### config.mk
export PLATFORM = sky130hd
export DESIGN_NAME = map_ram
export DESIGN_NICKNAME = d
export VERILOG_FILES = /design/src/rtl/map_ram.sv
export SDC_FILE = /design/constraint.sdc
export NUM_CORES = 1
export LEC_CHECK = 0
export BUFFER_PORTS_ARGS = -buffer_cell sky130_fd_sc_hd__buf_2
export CAP_MARGIN = 5
export CORE_MARGIN = 2
export CORE_UTILIZATION = 58
export DETAILED_ROUTE_END_ITERATION = 8
export GPL_TIMING_DRIVEN = 0
export PLACE_DENSITY = 0.75
export SETUP_SLACK_MARGIN = 0.1
export SYNTH_ARGS = -nofsm -noshare
export SYNTH_HDL_FRONTEND = slang
export SYNTH_SLANG_ARGS = --single-unit
### constraint.sdc
create_clock -name clk -period 5.8 [get_ports clk]
set_clock_uncertainty 0.15 [all_clocks]
set_input_delay 0.58 -clock clk [delete_from_list [all_inputs] [get_ports clk]]
set_output_delay 0.58 -clock clk [all_outputs]
set_load 0.05 [all_outputs]
### src/rtl/map_ram.sv
// -----------------------------------------------------------------------------
// map_ram -- writable map store for the raycaster.
//
// Replaces the old combinational map ROM. One registered read channel serves
// the ray tracer; one write channel serves the map editor / host logic. After
// reset, or on an init_req pulse, a sweep FSM walks every cell once (row-major,
// column in the low address bits) and writes the outer wall border, so the
// host never has to clear the map itself.
//
// Build option:
//   MAP_RAM_DUMMY_FILL_EN - when defined, the sweep also writes WALL into the
//                           interior cells whose row and column both end in
//                           2'b10, producing a pillar grid for bring-up.
//                           Sweep length and ready timing are unchanged.
//
// Ports:
//   clk       in   1         system clock, rising edge
//   reset_n   in   1         asynchronous active-low reset
//   init_req  in   1         one-cycle pulse, (re)starts the init sweep
//   ready     out  1         map initialised and serving requests
//   rd_req    in   1         read request strobe
//   rd_row    in   ROW_BITS  read row address
//   rd_col    in   COL_BITS  read column address
//   rd_valid  out  1         read data valid, one cycle after an accepted read
//   rd_val    out  BITS      read data (holds when rd_valid is low)
//   wr_en     in   1         write strobe
//   wr_row    in   ROW_BITS  write row address
//   wr_col    in   COL_BITS  write column address
//   wr_val    in   BITS      write data
// -----------------------------------------------------------------------------
module map_ram #(
    parameter int              ROW_BITS = 4,
    parameter int              COL_BITS = 4,
    parameter int              BITS     = 2,
    parameter logic [BITS-1:0] WALL     = '1
) (
    input  logic                clk,
    input  logic                reset_n,
    input  logic                init_req,
    output logic                ready,
    input  logic                rd_req,
    input  logic [ROW_BITS-1:0] rd_row,
    input  logic [COL_BITS-1:0] rd_col,
    output logic                rd_valid,
    output logic [BITS-1:0]     rd_val,
    input  logic                wr_en,
    input  logic [ROW_BITS-1:0] wr_row,
    input  logic [COL_BITS-1:0] wr_col,
    input  logic [BITS-1:0]     wr_val
);

    localparam int ADDR_BITS = ROW_BITS + COL_BITS;
    localparam int CELLS     = 1 << ADDR_BITS;

    localparam logic [ROW_BITS-1:0]  ROW_LAST   = '1;
    localparam logic [COL_BITS-1:0]  COL_LAST   = '1;
    localparam logic [ADDR_BITS-1:0] SWEEP_LAST = '1;

    typedef enum logic {
        INIT = 1'b0,
        RUN  = 1'b1
    } state_t;

    state_t                 state_reg;
    logic [ADDR_BITS-1:0]   sweep_cnt_reg;
    logic                   ready_reg;
    logic                   rd_valid_reg;
    logic [BITS-1:0]        rd_val_reg;

    // Cell storage; no reset so it maps onto block RAM. The sweep is what
    // gives it defined contents.
    logic [BITS-1:0]        mem [CELLS];

    // ------------------------------------------------------------------
    // Sweep cell value
    // ------------------------------------------------------------------
    logic [ROW_BITS-1:0]    sweep_row;
    logic [COL_BITS-1:0]    sweep_col;
    logic                   sweep_border;
    logic                   sweep_pillar;
    logic [BITS-1:0]        sweep_val;

    assign sweep_row    = sweep_cnt_reg[ADDR_BITS-1:COL_BITS];
    assign sweep_col    = sweep_cnt_reg[COL_BITS-1:0];
    assign sweep_border = (sweep_row == '0) || (sweep_row == ROW_LAST) ||
                          (sweep_col == '0) || (sweep_col == COL_LAST);

`ifdef MAP_RAM_DUMMY_FILL_EN
    // Low two bits of the sweep row/column; a 1-bit address is zero-extended
    // so narrow maps still elaborate (they simply get no pillars).
    logic [1:0] row_lo;
    logic [1:0] col_lo;

    generate
        if (ROW_BITS >= 2) begin : g_row_lo_wide
            assign row_lo = sweep_row[1:0];
        end else begin : g_row_lo_narrow
            assign row_lo = {1'b0, sweep_row[0]};
        end
        if (COL_BITS >= 2) begin : g_col_lo_wide
            assign col_lo = sweep_col[1:0];
        end else begin : g_col_lo_narrow
            assign col_lo = {1'b0, sweep_col[0]};
        end
    endgenerate

    assign sweep_pillar = (row_lo == 2'b10) && (col_lo == 2'b10);
`else
    assign sweep_pillar = 1'b0;
`endif

    assign sweep_val = (sweep_border || sweep_pillar) ? WALL : '0;

    // ------------------------------------------------------------------
    // Request qualification
    // ------------------------------------------------------------------
    // init_req wins over any host access in the same cycle: the read is
    // dropped and the write is discarded because the map is about to be
    // rebuilt anyway.
    logic rd_accept;
    logic wr_accept;
    logic sweep_we;

    assign rd_accept = ready_reg && rd_req && !init_req;
    assign wr_accept = ready_reg && wr_en  && !init_req;
    // The cycle that samples a restart pulse writes nothing; the next cycle
    // begins again at cell 0, so every cell is written exactly once after
    // the final restart.
    assign sweep_we  = (state_reg == INIT) && !init_req;

    // ------------------------------------------------------------------
    // Single write port, shared by sweep and host
    // ------------------------------------------------------------------
    logic                 mem_we;
    logic [ADDR_BITS-1:0] mem_waddr;
    logic [BITS-1:0]      mem_wdata;

    always_comb begin
        mem_we    = 1'b0;
        mem_waddr = sweep_cnt_reg;
        mem_wdata = sweep_val;
        if (sweep_we) begin
            mem_we    = 1'b1;
            mem_waddr = sweep_cnt_reg;
            mem_wdata = sweep_val;
        end else if (wr_accept) begin
            mem_we    = 1'b1;
            mem_waddr = {wr_row, wr_col};
            mem_wdata = wr_val;
        end
    end

    always_ff @(posedge clk) begin
        if (mem_we) begin
            mem[mem_waddr] <= mem_wdata;
        end
    end

    // ------------------------------------------------------------------
    // Sweep / run FSM
    // ------------------------------------------------------------------
    always_ff @(posedge clk or negedge reset_n) begin
        if (!reset_n) begin
            state_reg     <= INIT;
            sweep_cnt_reg <= '0;
            ready_reg     <= 1'b0;
        end else begin
            case (state_reg)
                INIT: begin
                    if (init_req) begin
                        sweep_cnt_reg <= '0;
                    end else if (sweep_cnt_reg == SWEEP_LAST) begin
                        state_reg     <= RUN;
                        ready_reg     <= 1'b1;
                        sweep_cnt_reg <= '0;
                    end else begin
                        sweep_cnt_reg <= sweep_cnt_reg + ADDR_BITS'(1);
                    end
                end
                RUN: begin
                    if (init_req) begin
                        state_reg     <= INIT;
                        ready_reg     <= 1'b0;
                        sweep_cnt_reg <= '0;
                    end
                end
                default: begin
                    state_reg     <= INIT;
                    ready_reg     <= 1'b0;
                    sweep_cnt_reg <= '0;
                end
            endcase
        end
    end

    // ------------------------------------------------------------------
    // Registered read. The array read sees the pre-edge contents, so a
    // same-cycle write to the same cell returns the old value.
    // ------------------------------------------------------------------
    always_ff @(posedge clk or negedge reset_n) begin
        if (!reset_n) begin
            rd_valid_reg <= 1'b0;
            rd_val_reg   <= '0;
        end else begin
            rd_valid_reg <= rd_accept;
            if (rd_accept) begin
                rd_val_reg <= mem[{rd_row, rd_col}];
            end
        end
    end

    assign ready    = ready_reg;
    assign rd_valid = rd_valid_reg;
    assign rd_val   = rd_val_reg;

endmodule

==> results.toml, run 1 <==
[status]
status = "finished, final reports clean"

[power_and_ir_drop]
irDropWorstVdd_v = 0.000294
cellLeakagePower_nw = 7.52
cellPowerDensity_mw_per_mm2 = 315

[synth]
ys_top_cells_by_area = "edfxtp_1 69%, mux4_2 11%, nor2_1 4.6%"
postSynthAreaPerCell_um2 = 16.4
synthArstFlopShare = 0.0248
synth_nets = 1371
ys_seq_elements = 525
synth_top_cell_by_area = "edfxtp_1"
ys_seq_area_frac = 0.710
netlist_area_mm2 = 0.0221
syn_inst = 1346
synth_top_area_frac = 0.695
ys_dominant_reg_cell = "edfxtp_1"
synth_edf_count = 512
yosysUniqueCellTypes = 57
yosysWarnings = 0

[layout]
mostFrequentLayoutCells = "512 x edfxtp_1, 274 x nor2_1, 107 x mux4_2"
final_cells = 1981
final_layout_size_suffix_gt1_frac = 0.190
finalInstanceArea_mm2 = 0.0247
fin_util = 0.657
syn_to_final_growth_pct = 11.6
largest_reg_flops = 512
final_nets = 1453
mostFrequentLayoutCell = "edfxtp_1"

[clock_network]
clock-sinks = 525
cts_buffers = 51
cts_root_buf = "clkbuf_16"
htreeDepth = 2
cts_resized = 0
cts_tree = "yes"
clk_pin_slew_ns = 0.06
clk_latency_ns = 0.57
clock_path_buffers = 3

[placed_design]
place_congestion = 0.966
io_buffers = 23
dpl.cell_count = 1885
placedInstanceArea_mm2 = 0.0230
dp.final_hpwl_um = 39400

[drt]
highest_layer = "met4"
wirelength_um = 59800
drt_iter0_markers = 2014
wl_met2_um = 28200
vias_per_cell = 6.69
remaining_drc_errors = 0
dr.pass1.iters = 6
ant_nets = 0
wl_met3_um = 7320
avgRoutedWirePerCell_um = 30.2
vias = 13262
wl_met1_um = 21500

[timing]
rsz0062_at_grt = "no"
hold_violations = 0
setup_viol = 0
fmax_mhz = 270
fin_setup_tns_ns = 0
whs_ns = 0.238
period_share = 0.640
slew_headroom = 0.263
fin_crit_ns = 3.71
tightest_slew_ns = 1.11
slew_viol_final = 0

[worst_setup_path]
worstPathCellList = "buf_2 > and2b_1 > and3_1 > o31ai_2 > nand3_1 > clkbuf_1 > nor2_1"
r2r-start = "state_reg"
critPathCapture = "mem[141][0]"
worstSetupPathType = "reg -> reg"
worstPathArrival_ns = 3.80
required_ns = 5.89
critPathCaptureType = "flip-flop"
start_kind = "flip-flop"
slowest_delay_ns = 0.70
cp-startpoint = "state_reg"
cp_slowest_cell = "o31ai_2"
ff2ff_path_depth = 7
cp_max_fo = 10
r2r_slack_ns = 2.09
worstReg2RegEnd = "mem[141][0]"

[worst_hold_path]
hold_start = "init_req"
hold_path_class = "in -> reg"

[floorplan]
start_util = 0.589
die_w_um = 199
num_io_pins = 27
die_area_mm2 = 0.0397
core_mm2 = 0.0376
rows = 71
fp.dieH_um = 199

[grt]
antenna_found_initial = 1
grt_pass1_wl_um = 86900
grt_overflow = 0
grt_pass1_vias = 13221
groute.usage.overall = 0.313
grt_max_degree = 91

[job]
maxCapViolCount = 0
## power by group
group	internal (mW)	switching (mW)
logic	0.145	0.256
clock network	1.85	1.41
registers	4.10	0.00786
total	6.10	1.68
## synthesized netlist by cell type, types with 5 or more instances
cell and instances:
inv_1 5, dfrtp_1 13, mux2_2 11, a22oi_1 21, nor2_1 274, mux4_2 107
nand3_1 28, a211oi_1 7, nand3b_1 12, o21ai_0 11, buf_6 7, o31ai_2 5
or3_1 5, clkbuf_1 44, nor3_1 7, a221oi_1 6, a21oi_1 13, nand2b_1 13
nand4_1 8, buf_2 11, nor2b_1 13, nand2_1 57, buf_4 16, o21ai_1 7
o22ai_1 14, edfxtp_1 512, mux2i_1 48, a22o_1 5, and3_1 5
## logic make-up (layout without fill, tap and decap cells)
group / after synthesis / after routing / synth area share
multiplexers: 172 / 172 / 0.141
XOR/XNOR: 2 / 2 / 0.000792
flip-flops: 525 / 525 / 0.710
adder cells (fa/ha/maj): 2 / 2 / 0.00113
AO/OA/AOI/OAI: 112 / 112 / 0.0365
AND/OR/NAND/NOR: 441 / 441 / 0.0872
other: 0 / 1 / 0
buffers and inverters: 92 / 215 / 0.0241
## worst max-delay path: cells and delay by family (launching register included)
kind	cells	cell delay, ns
compound gates	1	0.70
buf+inv	2	0.75
simple gates	4	1.41
flops	1	0.35
## per-stage QoR
stage | power [mW] | setup WS, ns
after floorplan | 4.43 | 0.285
after CTS | 7.77 | 2.26
final | 7.78 | 2.09
after detailed placement | 4.58 | 1.97
after global routing | 7.94 | 2.10
after global placement | 4.58 | -2.96
## how the worst min path moves through the flow
stage / end / slack (ns) / cells after the start
6_report: sweep_cnt_reg[4] / 0.24 / 3
5_1_grt: sweep_cnt_reg[6] / 0.25 / 3
4_1_cts: sweep_cnt_reg[4] / 0.22 / 3
3_5_place_dp: ready / 0.38 / 1
3_3_place_gp: ready / 0.38 / 1
2_1_floorplan: rd_val[0] / 0.13 / 0
## layout make-up
type | instances | area [um2]
Sequential cell | 525 | 15700
Fill cell | 2469 | 12900
Multi-Input combinational cell | 729 | 5900
Clock buffer | 60 | 1350
Tap cell | 511 | 639
Buffer | 86 | 510
Clock inverter | 34 | 287
Timing Repair Buffer | 29 | 263
Inverter | 6 | 22.5
Antenna cell | 1 | 2.50
## routing by layer
layer | vias up | global-route usage
li1 | 5410 | -
met1 | 6653 | 0.425
met2 | 1017 | 0.494
met3 | 182 | 0.0690
met4 | 0 | 0.138
met5 | - | 0
## timing repair
action                    4_1_cts  5_1_grt
hold buffers                    1        0
hold endpoints to repair       13        0
setup buffers                   0        0
(Power assumes the default switching activity.)
==> run 2: changes to the inputs <==
--- a/config.mk
+++ b/config.mk
@@ -8,10 +8,10 @@
 export BUFFER_PORTS_ARGS = -buffer_cell sky130_fd_sc_hd__buf_2
 export CAP_MARGIN = 5
 export CORE_MARGIN = 2
-export CORE_UTILIZATION = 58
+export CORE_UTILIZATION = 57
 export DETAILED_ROUTE_END_ITERATION = 8
 export GPL_TIMING_DRIVEN = 0
-export PLACE_DENSITY = 0.75
+export PLACE_DENSITY = 0.77
 export SETUP_SLACK_MARGIN = 0.1
 export SYNTH_ARGS = -nofsm -noshare
 export SYNTH_HDL_FRONTEND = slang
==> constraint.sdc (replaced) <==
create_clock -name clk -period 3.4 [get_ports clk]
set_clock_uncertainty 0.15 [all_clocks]
set_input_delay 0.34 -clock clk [delete_from_list [all_inputs] [get_ports clk]]
set_output_delay 0.34 -clock clk [all_outputs]
set_load 0.05 [all_outputs]
==> results.toml, run 2 (synthesized netlist as in run 1, its figures left out) <==
[floorplan]
core_mm2 = 0.0385
start_util = 0.575
fp.dieH_um = 201
die_area_mm2 = 0.0404
num_io_pins = 27
die_w_um = 201
rows = 72

[layout]
num-fill-cells = 2637
fin_util = 0.644
largest_reg_flops = 512
final_layout_size_suffix_gt1_frac = 0.197
final_nets = 1455
multi_input_area_mm2 = 0.00598
mostFrequentLayoutCell = "edfxtp_1"
syn_to_final_growth_pct = 12.0
finalInstanceArea_mm2 = 0.0248
regArea_mm2 = 0.0157
mostFrequentLayoutCells = "512 x edfxtp_1, 274 x nor2_1, 107 x mux4_2"

[power_and_ir_drop]
cellLeakagePower_nw = 7.54
power_mw = 13.3
cellPowerDensity_mw_per_mm2 = 538
irDropWorstVdd_v = 0.000438

[timing]
fin_crit_ns = 3.28
fmax_mhz = 305
slew_headroom = 0.214
period_share = 0.965
hold_violations = 0
slew_viol_final = 0
rsz0062_at_grt = "yes"
setup_viol = 0
tightest_slew_ns = 1.18

[job]
maxCapViolCount = 0

[worst_setup_path]
worstPathCellList = "buf_2 > and2b_1 > and3_1 > buf_4 > nand3b_1 > o31ai_4 > nand3_1 > buf_2 > nor2_1"
worstSetupPathType = "reg -> reg"
worstReg2RegEnd = "mem[70][0]"
cpMostUsedCell = "buf_2"
cp_slowest_cell = "nand3_1"
required_ns = 3.51
cp-startpoint = "state_reg"
start_kind = "flip-flop"
worstPathArrival_ns = 3.39
critPathCaptureType = "flip-flop"
r2r-start = "state_reg"
cp_max_fo = 10
slowest_delay_ns = 0.38
ff2ff_path_depth = 9
r2r_slack_ns = 0.12
critPathCapture = "mem[70][0]"

[drt]
ant_nets = 0
dr.pass1.iters = 5
vias = 13574
wirelength_um = 60700
remaining_drc_errors = 0
vias_per_cell = 6.81
drt_iter0_markers = 1987
avgRoutedWirePerCell_um = 30.5

[status]
status = "finished, final reports clean"

[placed_design]
placedInstanceArea_mm2 = 0.0230
place_congestion = 0.960
io_buffers = 23
dp.final_hpwl_um = 39700

[worst_hold_path]
hold_path_class = "in -> reg"

[grt]
antenna_found_initial = 2
grt_max_degree = 100
grt_overflow = 0
grt_pass1_vias = 13258
groute.usage.overall = 0.302
grt_pass1_wl_um = 87400

[clock_network]
htreeDepth = 2
post-cts-setup-buffers = 0
clk_pin_slew_ns = 0.07
cts_root_buf = "clkbuf_16"
clk_latency_ns = 0.58
cts_buffers = 52
clock-sinks = 525
clock_path_buffers = 3
cts_tree = "yes"
[run 2: cell count changes in the layout (fill, tap and decap cells not counted), moves of 4 or more]
| cell | previous run | this run |
|---|---|---|
| clkbuf_1 | 51 | 46 |
| o31ai_2 | 5 | 1 |
| clkbuf_2 | 0 | 4 |
| clkinv_2 | 15 | 8 |
| o31ai_4 | 1 | 5 |
| clkinv_1 | 8 | 13 |
| buf_2 | 34 | 43 |
[run 2: how the worst min path moves through the flow]
| stage | start | endpoint | slack [ns] | cells past startpoint |
|---|---|---|---|---|
| floorplan | reset_n | rd_val[0] | -0.11 | 0 |
| global placement | reset_n | sweep_cnt_reg[0] | 0.14 | 1 |
| detailed placement | reset_n | sweep_cnt_reg[1] | 0.15 | 1 |
| CTS | init_req | ready | 0.004 | 3 |
| global route | init_req | ready | 0.03 | 3 |
| finish | init_req | ready | 0.008 | 3 |
[run 2: per-stage QoR]
step / hold slack, ns / TNS (ns) / std cells / setup slack [ns]
6_report: 0.00835 / 0 / 1992 / 0.118
3_5_place_dp: 0.146 / -7.41 / 1891 / -0.227
5_1_grt: 0.0283 / 0 / 1992 / 0.0575
2_1_floorplan: -0.106 / -205.85 / 1346 / -0.402
4_1_cts: 0.00381 / 0 / 1991 / 0.103
3_3_place_gp: 0.136 / -1034.88 / 1887 / -2.04
[run 2: repair_timing]
item / in CTS / in global routing
gates resized for setup: 15 / 33
endpoints found under the hold margin: 16 / 0
endpoints found under the setup margin: 212 / 276
hold buffers: 3 / 0
[run 2: final cells by class]
type,instances,area share
Sequential cell,525,0.634
Buffer,86,0.0214
Tap cell,518,0.0262
Multi-Input combinational cell,729,0.241
Antenna cell,1,0.000101
Clock inverter,28,0.0103
Timing Repair Buffer,30,0.0103
Clock buffer,69,0.0559
Inverter,6,0.000909
[run 2: worst max-delay path: cells and delay by family (launching register included)]
family | cells | cell delay [ns]
compound gates | 1 | 0.17
simple gates | 5 | 1.47
buf+inv | 3 | 0.86
flops | 1 | 0.32
[run 2: layer usage]
metal  GRT usage  routed length (um)  vias up
met5           0                  15        -
met4       0.145                3350        2
met3      0.0732                8040      203
met2       0.461               27600     1161
met1       0.414               21700     6790
li1            -                   -     5418
[run 2: power by group]
group | total (mW) | leakage [nW] | internal [mW] | switching, mW
sequential | 7.02 | 4.58 | 7.00 | 0.0147
combinational | 0.695 | 2.16 | 0.252 | 0.443
clock | 5.61 | 0.803 | 3.24 | 2.37
total | 13.3 | 7.54 | 10.5 | 2.83
==> run 3: changes to the inputs <==
--- a/config.mk
+++ b/config.mk
@@ -7,7 +7,6 @@
 export LEC_CHECK = 0
 export BUFFER_PORTS_ARGS = -buffer_cell sky130_fd_sc_hd__buf_2
 export CAP_MARGIN = 5
-export CORE_MARGIN = 2
 export CORE_UTILIZATION = 57
 export DETAILED_ROUTE_END_ITERATION = 8
 export GPL_TIMING_DRIVEN = 0
@@ -16,3 +15,4 @@
 export SYNTH_ARGS = -nofsm -noshare
 export SYNTH_HDL_FRONTEND = slang
 export SYNTH_SLANG_ARGS = --single-unit
+export TNS_END_PERCENT = 5
==> results.toml, run 3 (synthesized netlist as in run 1, its figures left out) <==
[status]
status = "finished with violations"
violations = "setup timing"

[grt]
grt_pass1_wl_um = 87200
grt_pass1_vias = 13160
grt_max_degree = 87
grt_overflow = 0
antenna_found_initial = 4
groute.usage.overall = 0.319

[power_and_ir_drop]
seq_power_share = 0.516
intPower_mw = 10.6
p_switching_mw = 2.95
cellLeakagePower_nw = 7.58
power_frac_comb = 0.052
clkPwrFrac = 0.432
irDropWorstVdd_v = 0.000408
p_sw_frac = 0.217
cellPowerDensity_mw_per_mm2 = 547

[clock_network]
post-cts-setup-buffers = 0
clock-sinks = 525
cts_root_buf = "clkbuf_16"
clk_latency_ns = 0.60
clk_pin_slew_ns = 0.06
clock_path_buffers = 3
htreeDepth = 2
cts_buffers = 52
cts_tree = "yes"

[timing]
fmax_mhz = 286
fin_ws_ns = -0.0946
fin_setup_tns_ns = -1.03
hold_violations = 0
slew_headroom = 0.193
period_share = 1.03
setup_viol = 31
tightest_slew_ns = 1.21
fin_crit_ns = 3.49
rsz0062_at_grt = "yes"
slew_viol_final = 0

[layout]
antenna_cells = 0
syn_to_final_growth_pct = 12.3
largest_reg_flops = 512
final_layout_size_suffix_gt1_frac = 0.194
mostFrequentLayoutCell = "edfxtp_1"
mostFrequentLayoutCells = "512 x edfxtp_1, 273 x nor2_1, 107 x mux4_2"
fin_util = 0.655
finalInstanceArea_mm2 = 0.0248
final_nets = 1457
num-fill-cells = 2545

[worst_setup_path]
slowest_delay_ns = 0.56
cp_slowest_cell = "clkbuf_1"
ff2ff_path_depth = 9
cp_max_fo = 10
required_ns = 3.54
worstSetupPathType = "reg -> reg"
critPathCaptureType = "flip-flop"
r2r_slack_ns = -0.09
worstPathArrival_ns = 3.63
worstPathCellList = "buf_2 > and2b_1 > and3_1 > buf_4 > nand3b_1 > o31ai_4 > nand3_1 > clkbuf_1 > nor2_1"
start_kind = "flip-flop"

[floorplan]
start_util = 0.583
die_w_um = 199
core_mm2 = 0.0379
num_io_pins = 27
fp.dieH_um = 199
die_area_mm2 = 0.0396
rows = 71

[drt]
avgRoutedWirePerCell_um = 30.8
wirelength_um = 61000
drt_iter0_markers = 2195
dr.pass1.iters = 6
vias = 13631
ant_nets = 0
remaining_drc_errors = 0
vias_per_cell = 6.88

[placed_design]
placedInstanceArea_mm2 = 0.0230
dp.final_hpwl_um = 39900
place_congestion = 0.963
io_buffers = 23

[job]
maxCapViolCount = 0

[worst_hold_path]
hold_path_class = "in -> async"
## run 3: power groups by stage
stage               clock (mW)  combinational (mW)  sequential, mW
finish                    5.87               0.701            7.02
global route              6.08               0.711            7.01
CTS                       5.85               0.680            7.02
detailed placement           0               0.667            7.15
global placement             0               0.660            7.15
floorplan                    0               0.395            7.17
## run 3: layout make-up
type	count	area, um2	area share
buffer	86	519	0.0209
clock buffer	60	1350	0.0545
clock inverter	33	357	0.0144
inverter	6	22.5	0.000907
multi-input combinational	729	5950	0.240
sequential	525	15700	0.632
tap	511	639	0.0257
timing repair buffer	32	293	0.0118
## run 3: path summary, 6_finish.rpt
| kind | from | endpoint |
|---|---|---|
| worst max-delay path | state_reg | mem[22][0] |
| worst min-delay path | reset_n | rd_val[1] |
| worst max register to register | state_reg | mem[22][0] |
| worst min register to register | sweep_cnt_reg[3] | sweep_cnt_reg[3] |
| max in group asynchronous | reset_n | sweep_cnt_reg[3] |
| min in group clk | rd_row[3] | rd_val[0] |
## run 3: routing by layer
metal  share of wire  vias to the layer above  GRT usage
met4           0.049                        0      0.142
met2            0.46                     1145      0.497
met5               0                        -          0
li1                -                     5415          -
met3            0.13                      208     0.0707
met1            0.36                     6863      0.434
## run 3: repair_timing
| action | CTS | global route |
|---|---|---|
| endpoints found under the setup margin | 221 | 397 |
| pin swaps | 0 | 0 |
| resized for setup | 7 | 25 |
| endpoints found under the hold margin | 18 | 0 |
| hold buffers | 4 | 0 |
## run 3: critical path, delay by kind of cell (launching register included)
| family | cells | cell delay [ns] |
|---|---|---|
| flip-flops | 1 | 0.32 |
| buffers and inverters | 3 | 1.02 |
| AO/OA/AOI/OAI | 1 | 0.17 |
| AND/OR/NAND/NOR | 5 | 1.51 |
## run 3: through the flow
| step | worst slack (ns) | cells | hold slack [ns] | total power, mW |
|---|---|---|---|---|
| global placement | -2.09 | 1880 | 0.139 | 7.81 |
| CTS | 0.00474 | 1982 | 0.0445 | 13.5 |
| floorplan | -0.402 | 1346 | -0.106 | 7.56 |
| global route | -0.108 | 1982 | 0.0867 | 13.8 |
| detailed placement | -0.179 | 1885 | 0.142 | 7.82 |
| finish | -0.0946 | 1982 | 0.0733 | 13.6 |
